File: config.mk
export PLATFORM = sky130hd
export DESIGN_NAME = serial_sub16
export DESIGN_NICKNAME = d
export VERILOG_FILES = /design/src/rtl/serial_sub16.sv
export SDC_FILE = /design/constraint.sdc
export NUM_CORES = 1
export LEC_CHECK = 0
export CORE_MARGIN = 4
export CORE_UTILIZATION = 32
export DETAILED_ROUTE_END_ITERATION = 8
export PLACE_DENSITY = 0.64
export SYNTH_ARGS = -nofsm -noshare
export SYNTH_HDL_FRONTEND = slang
export SYNTH_SLANG_ARGS = --single-unit
File: constraint.sdc
create_clock -name clk -period 2.7 [get_ports clk]
set_input_delay 0.54 -clock clk [delete_from_list [all_inputs] [get_ports clk]]
set_output_delay 0.54 -clock clk [all_outputs]
set_load 0.1 [all_outputs]
File: src/rtl/serial_sub16.sv
// serial_sub16: bit-serial two's-complement subtractor (in0 - in1), LSB first.
// One full-adder slice is reused across WIDTH clocks. Operands are shifted
// right through it, and the sum bits enter the result register at the MSB end.
//
// Optional build macro SERIAL_SUB_ADD_MODE_EN adds an input 'op'
// (0 = subtract, 1 = add). The value of op is latched together with the operands.
//
// state | meaning
// IDLE  | waiting for operands, in_ready=1
// SHIFT | one result bit per clock, WIDTH clocks
// DONE  | result held, out_valid=1, waiting for out_ready
module serial_sub16 #(
  parameter int WIDTH = 16
) (
  input  logic             clk,
  input  logic             rst_n,
  input  logic             in_valid,
  output logic             in_ready,
  input  logic [WIDTH-1:0] in0,
  input  logic [WIDTH-1:0] in1,
`ifdef SERIAL_SUB_ADD_MODE_EN
  input  logic             op,
`endif
  output logic             out_valid,
  input  logic             out_ready,
  output logic [WIDTH-1:0] diff,
  output logic             borrow_out,
  output logic             ovf
);

  localparam int CNT_W = (WIDTH > 2) ? $clog2(WIDTH) : 1;
  localparam logic [CNT_W-1:0] LAST_BIT = CNT_W'(WIDTH - 1);

  typedef enum logic [1:0] {
    IDLE  = 2'd0,
    SHIFT = 2'd1,
    DONE  = 2'd2
  } state_t;

  state_t           state;
  logic [WIDTH-1:0] a_sr;
  logic [WIDTH-1:0] b_sr;
  logic [WIDTH-1:0] res;
  logic [CNT_W-1:0] count;
  logic             carry;
  logic             add_mode;

  logic             b_bit;
  logic             sum_bit;
  logic             carry_next;

  // Handshake flags depend only on the state register.
  assign in_ready  = (state == IDLE);
  assign out_valid = (state == DONE);

`ifdef SERIAL_SUB_ADD_MODE_EN
  // Latch the operation mode when the operands are accepted.
  always_ff @(posedge clk or negedge rst_n) begin
    if (!rst_n) begin
      add_mode <= 1'b0;
    end else if (state == IDLE && in_valid) begin
      add_mode <= op;
    end
  end
`else
  assign add_mode = 1'b0;
`endif

  // Full-adder slice. The subtrahend bit is inverted unless add mode is selected.
  always_comb begin
    b_bit      = add_mode ? b_sr[0] : ~b_sr[0];
    sum_bit    = a_sr[0] ^ b_bit ^ carry;
    carry_next = (a_sr[0] & b_bit) | (a_sr[0] & carry) | (b_bit & carry);
  end

  // Sequencer and datapath registers.
  always_ff @(posedge clk or negedge rst_n) begin
    if (!rst_n) begin
      state      <= IDLE;
      a_sr       <= '0;
      b_sr       <= '0;
      res        <= '0;
      count      <= '0;
      carry      <= 1'b0;
      diff       <= '0;
      borrow_out <= 1'b0;
      ovf        <= 1'b0;
    end else begin
      case (state)
        IDLE: begin
          if (in_valid) begin
            a_sr  <= in0;
            b_sr  <= in1;
            res   <= '0;
            count <= '0;
`ifdef SERIAL_SUB_ADD_MODE_EN
            carry <= ~op;
`else
            carry <= 1'b1;
`endif
            state <= SHIFT;
          end
        end
        SHIFT: begin
          a_sr  <= a_sr >> 1;
          b_sr  <= b_sr >> 1;
          res   <= {sum_bit, res[WIDTH-1:1]};
          carry <= carry_next;
          count <= count + CNT_W'(1);
          if (count == LAST_BIT) begin
            // On the last bit, 'carry' still holds the carry into the MSB.
            diff       <= {sum_bit, res[WIDTH-1:1]};
            borrow_out <= add_mode ? carry_next : ~carry_next;
            ovf        <= carry ^ carry_next;
            state      <= DONE;
          end
        end
        DONE: begin
          if (out_ready) begin
            state <= IDLE;
          end
        end
        default: begin
          state <= IDLE;
        end
      endcase
    end
  end

endmodule

# == Yosys cells after proc, flatten, opt, wreduce, memory -nomap -nowiden ==
# Cells that the tools add are included.
# classes
n_mux,14
n_mul,0
n_addsub,1
shifts,0
bitwise_logic,10
magnitude_cmp,0
n_reduce_logical,5
eq_ne,6
n_div,0
# op_table
operator,n
$pmux 16 s2,3
$mux 16,3
$pmux 4 s2,1
$mux 2,3
$pmux 2 s3,1
$add 4x1->4 const B,1
$eq 4x4->1 const B,1
$mux 4,1
$ne 2x2->1 const B,2
$reduce_and 2->1,2
$and 1x1->1,3
$reduce_and 3->1,1
$xor 1x1->1,3
$eq 2x1->1 const B,1
$eq 2x2->1 const B,1
$logic_not 2->1,1
$ne 2x1->1 const B,1
$not 1->1,2
$or 1x1->1,2
$pmux 1 s2,1
$reduce_bool 2->1,1
$mux 1,1
# totals
reg_bits,73
input_bits,36
out_inout_bits,20
ram_bits,0
mem_bits_ro,0
elab_cells,45
memories,0
latch_bits,0

# == Longest topological paths before layout ==
# depth
ltp_word,5
ltp_mapped,5
mapped_depth_nobuf,4

# == Worst setup path after synthesis ==
# Ideal clock, no wire load.
# synth_path
kind,register to output
start,register state[0]
end,output in_ready
setup_slack_ns,0.135
required_ns,2.160
stages_incl_launch_ff,4
arrival_time_ns,2.025
n_path_buf,2
path_cell_list,dfrtp_1 buf_2 clkbuf_1 nor2_1
# synth_between
elab_chain_cells,1
# synth_rtl
item,line,source
start: declaration,40,state_t state;
start signal: assignment,79,state <= IDLE;
start signal: assignment,101,state <= SHIFT;
start signal: assignment,115,state <= DONE;
$logic_not 2->1,53,assign in_ready = (state == IDLE);
end: declaration,18,"output logic in_ready,"
# Every way passes these cells.

# == Worst setup path after layout ==
# Same ends and word-level chain as after synthesis.

==> flow_results.org <==
** Status
- Status :: finished clean

** Clocking
- Setup repair bufs after CTS :: 0
- Maximum buffer depth of the clock tree :: 2
- CTS tree :: yes
- After clock tree synthesis, the clock-pin slew on the worst setup and hold paths is 0.08 ns.
- For this design, the sink count on the clock tree is 72.
- Post-cts sizing count :: 0
- # hold bufs at CTS :: 0
- Inserted Clock Buffers :: 9
- Worst-Skew Late Latency :: 0.35 ns
- The tree is rooted in a clkbuf_8.
- Number of H-tree levels :: 3

** Place
- During placement, the flow inserted port buffers numbering 55.
- Dpl ws :: 0.633 ns
- Routability congestion estimate from global placement :: around 0.77
- Placed Instances :: 444
- Half-perimeter wire length after placement :: 4550 µm

** Drt
- The pre-antenna-repair detailed-routing pass consisted of 4 iterations.
- Dividing the detail-routed wire length by the instance count gives 15.2 µm.
- Via density :: 4.98
- Final antenna-violating net count :: 0
- The detailed router placed ~2300 vias in this run.
- After the first detailed-routing iteration, the DRC count stood at 134.
- Final Routed Wirelength :: 6970 µm
- For this run, design rule violations remaining after detail routing come to 0.

** Power and ir drop
- Net switching power :: ~2.3 mW
- Int Power :: 2.90 mW
- Power after layout :: 5.18 mW
- Net switching is 44.1% of the power.
- IR drop worst, VDD :: 0.660 mV
- In this run the power density over the cells is 1290 mW/mm².
- Clock share of power :: between 10% and 20%
- Combinational cells account for 45.8% of the total power.
- Leakage power total :: 1.77 nW
- In this run, flip-flops and latches consume between 30% and 40% of the power.

** Setup path
- Cell Chain, Critical Path :: buf_4, nor2_1, buf_4
- Launching point of the worst reg2reg path :: state[0]$_DFFE_PN0P_
- Startpoint of the worst setup timing path :: state[0]$_DFFE_PN0P_
- The largest individual stage delay along the critical path comes from the cell dfrtp_1.
- The setup path with the least slack is of type flip-flop to output pin.
- Number of cells traversed by the worst register-to-register path :: 5
- Worst path required time :: 2.16 ns
- Crit path arrival time :: ~1.5 ns
- In this design, the critical path's most frequently occurring cell is buf_4.
- Kind of end point of the critical path :: output pin
- The worst setup path is launched from a flip-flop.
- Critical Path Fanout Max :: 40
- For flop-to-flop paths, the worst setup slack is just over 0.9 ns.
- Stage delay of the slowest cell on the critical path :: 0.41 ns
- The worst register-to-register path ends at count[3]$_DFFE_PN0P_.

** Synth
- The number of different library cells used by synthesis comes to 29.
- Sequential area share after synthesis :: 57.1%
- After synthesis the netlist holds a flip-flop and latch count of just over 70.
- The mapped netlist covers approximately 0.0032 mm².
- Syn Nets :: 309
- Per-instance average area after synthesis :: 11.6 µm²
- Number of warnings reported in the yosys synthesis log :: 0
- Synthesized netlist cell count :: 271

** STA
- Final max-slew violation count :: 0
- Static timing analysis puts the maximum clock frequency at between 400 and 500 MHz.
- The clock period could shrink to just over 2 ns.
- Clock skew :: 0.00779 ns
- Final Hold Vio Count :: 0
- In the final timing run, aggregate negative setup slack is 0 ns.
- Across all hold checks on the routed design, the worst slack comes to 0.303 ns.
- Total setup violations reported at the end of the flow :: 0
- Setup repair after global routing missed its margin :: no
- Tightest Pin Transition :: 0.890 ns
- Post-route fraction of the period consumed by the critical path :: 75.1%
- Setup slack closes at 0.671 ns.
- Headroom to the max-slew limit came out at 40.7%.

** Global routing
- The via count of the first global-routing pass is 2267.
- After global routing the overflow that remains totals 0.
- Global-route total usage across every layer :: 12.7%
- The first global-routing pass estimated 11700 µm of wire.
- The initial antenna violation count came to 0.
- Maximum number of pins on one net before global-route repair :: 73

** Worst hold path
- Hold Crit Class :: input port to async pin

** Layout
- Once layout is complete, the cells apart from fillers number 459.
- Cells with a size suffix above 1 make up 20.6% of the layout.
- The top cell types in the final layout, fill and taps aside, are dfrtp_1, o21ai_0, clkdlybuf4s50_1.
- From synthesis to final layout, the design area changed by 27.6%.
- Leading cell type in the layout, fill and taps excluded :: dfrtp_1
- The final layout contains 364 nets.
- Number of antenna cells inserted :: 0

** Floorplanning
- The initialized floorplan defines 35 standard-cell rows.
- Initial standard-cell utilization of the core :: between 30% and 40%
- Die Y :: 107 µm
- The die covers 0.0115 mm².
- Width of the die :: between 100 and 150 µm
- I/O pin count :: 56
- Standard cell core area :: 0.00942 mm²

** Flow run
- Across the run, the number of max-cap violations was 0.
-- cells in the mapped netlist --
cell type / count / area [µm²]
dfrtp_1: 72 / 1800
o21ai_0: 35 / 175
a22oi_1: 30 / 225
nor2b_1: 22 / 138
a21oi_1: 18 / 90.1
nand2_1: 18 / 67.6
a22o_1: 16 / 140
buf_2: 11 / 55.1
mux2_2: 9 / 101
mux2_4: 8 / 120
clkbuf_1: 7 / 26.3
inv_1: 3 / 11.3
nor2_1: 3 / 11.3
a41oi_1: 2 / 17.5
buf_4: 2 / 15.0
nand3_1: 2 / 10.0
a21o_2: 1 / 8.76
a2bb2oi_1: 1 / 8.76
a31oi_1: 1 / 6.26
buf_12: 1 / 20.0
fa_1: 1 / 20.0
ha_1: 1 / 12.5
mux2i_1: 1 / 10.0
nand2b_2: 1 / 8.76
nor2_8: 1 / 20.0
nor3b_1: 1 / 7.51
o21bai_1: 1 / 7.51
o22a_1: 1 / 8.76
xor2_1: 1 / 8.76
-- kinds of logic after synthesis --
group / after synthesis / synth area share, %
and+or+nand+nor: 48 / 8.33
DFF: 72 / 57.1
adders and majority gates: 2 / 1.03
muxes: 18 / 7.34
AOI/OAI and AO/OA: 106 / 21.8
buffers and inverters: 24 / 4.05
xor gates and xnor gates: 1 / 0.278
-- how the worst max path moves through the flow --
stage	endpoint	slack [ns]	depth (start not counted)
detailed placement	a_sr[4]$_DFFE_PN0P_	0.63	5
global placement	a_sr[8]$_DFFE_PN0P_	0.70	5
finish	in_ready	0.67	3
global route	in_ready	0.61	3
floorplan	in_ready	0.13	3
CTS	in_ready	0.65	3
-- flip-flops by register name, summed over array words and instances, names as in the netlist --
signal,flops
diff,16
ovf,1
borrow_out,1
count,4
res,15
state,2
b_sr,16
carry,1
a_sr,16
-- worst max-delay path: cells and delay by family, from the launching register on --
family                 cells  cell delay, ns
buffers and inverters      2            0.56
DFF                        1            0.41
and+or+nand+nor            1            0.15
-- power by group through the flow --
| stage | logic, mW | registers (mW) | clock network [mW] |
|---|---|---|---|
| after floorplan | 1.08 | 2.57 | 0 |
| after global placement | 2.35 | 1.81 | 0 |
| after detailed placement | 2.39 | 1.83 | 0 |
| after CTS | 2.40 | 1.81 | 1.03 |
| after global routing | 2.55 | 1.88 | 1.08 |
| final | 2.37 | 1.81 | 1.00 |
-- stage by stage --
stage,area [µm²],utilization [%]
2_1_floorplan,3150,-
3_3_place_gp,3790,40.3
3_5_place_dp,3790,40.3
4_1_cts,4020,42.7
5_1_grt,4020,42.7
6_report,4020,42.7
-- per-layer routing --
layer / up-vias / track usage (%) / wire length, µm
li1: 1091 / - / -
met1: 1119 / 17.8 / 3250
met3: 9 / 5.10 / 473
met2: 68 / 18.5 / 3180
met4: 0 / 2.74 / 65
met5: - / 0 / 0
-- final cells by class --
class / instances / area, µm²
Clock buffer: 9 / 124
Clock inverter: 6 / 109
Fill cell: 911 / 5390
Inverter: 3 / 11.3
Multi-Input combinational cell: 175 / 1230
Sequential cell: 72 / 1800
Tap cell: 129 / 161
Timing Repair Buffer: 65 / 586
(Power assumes the default switching activity.)
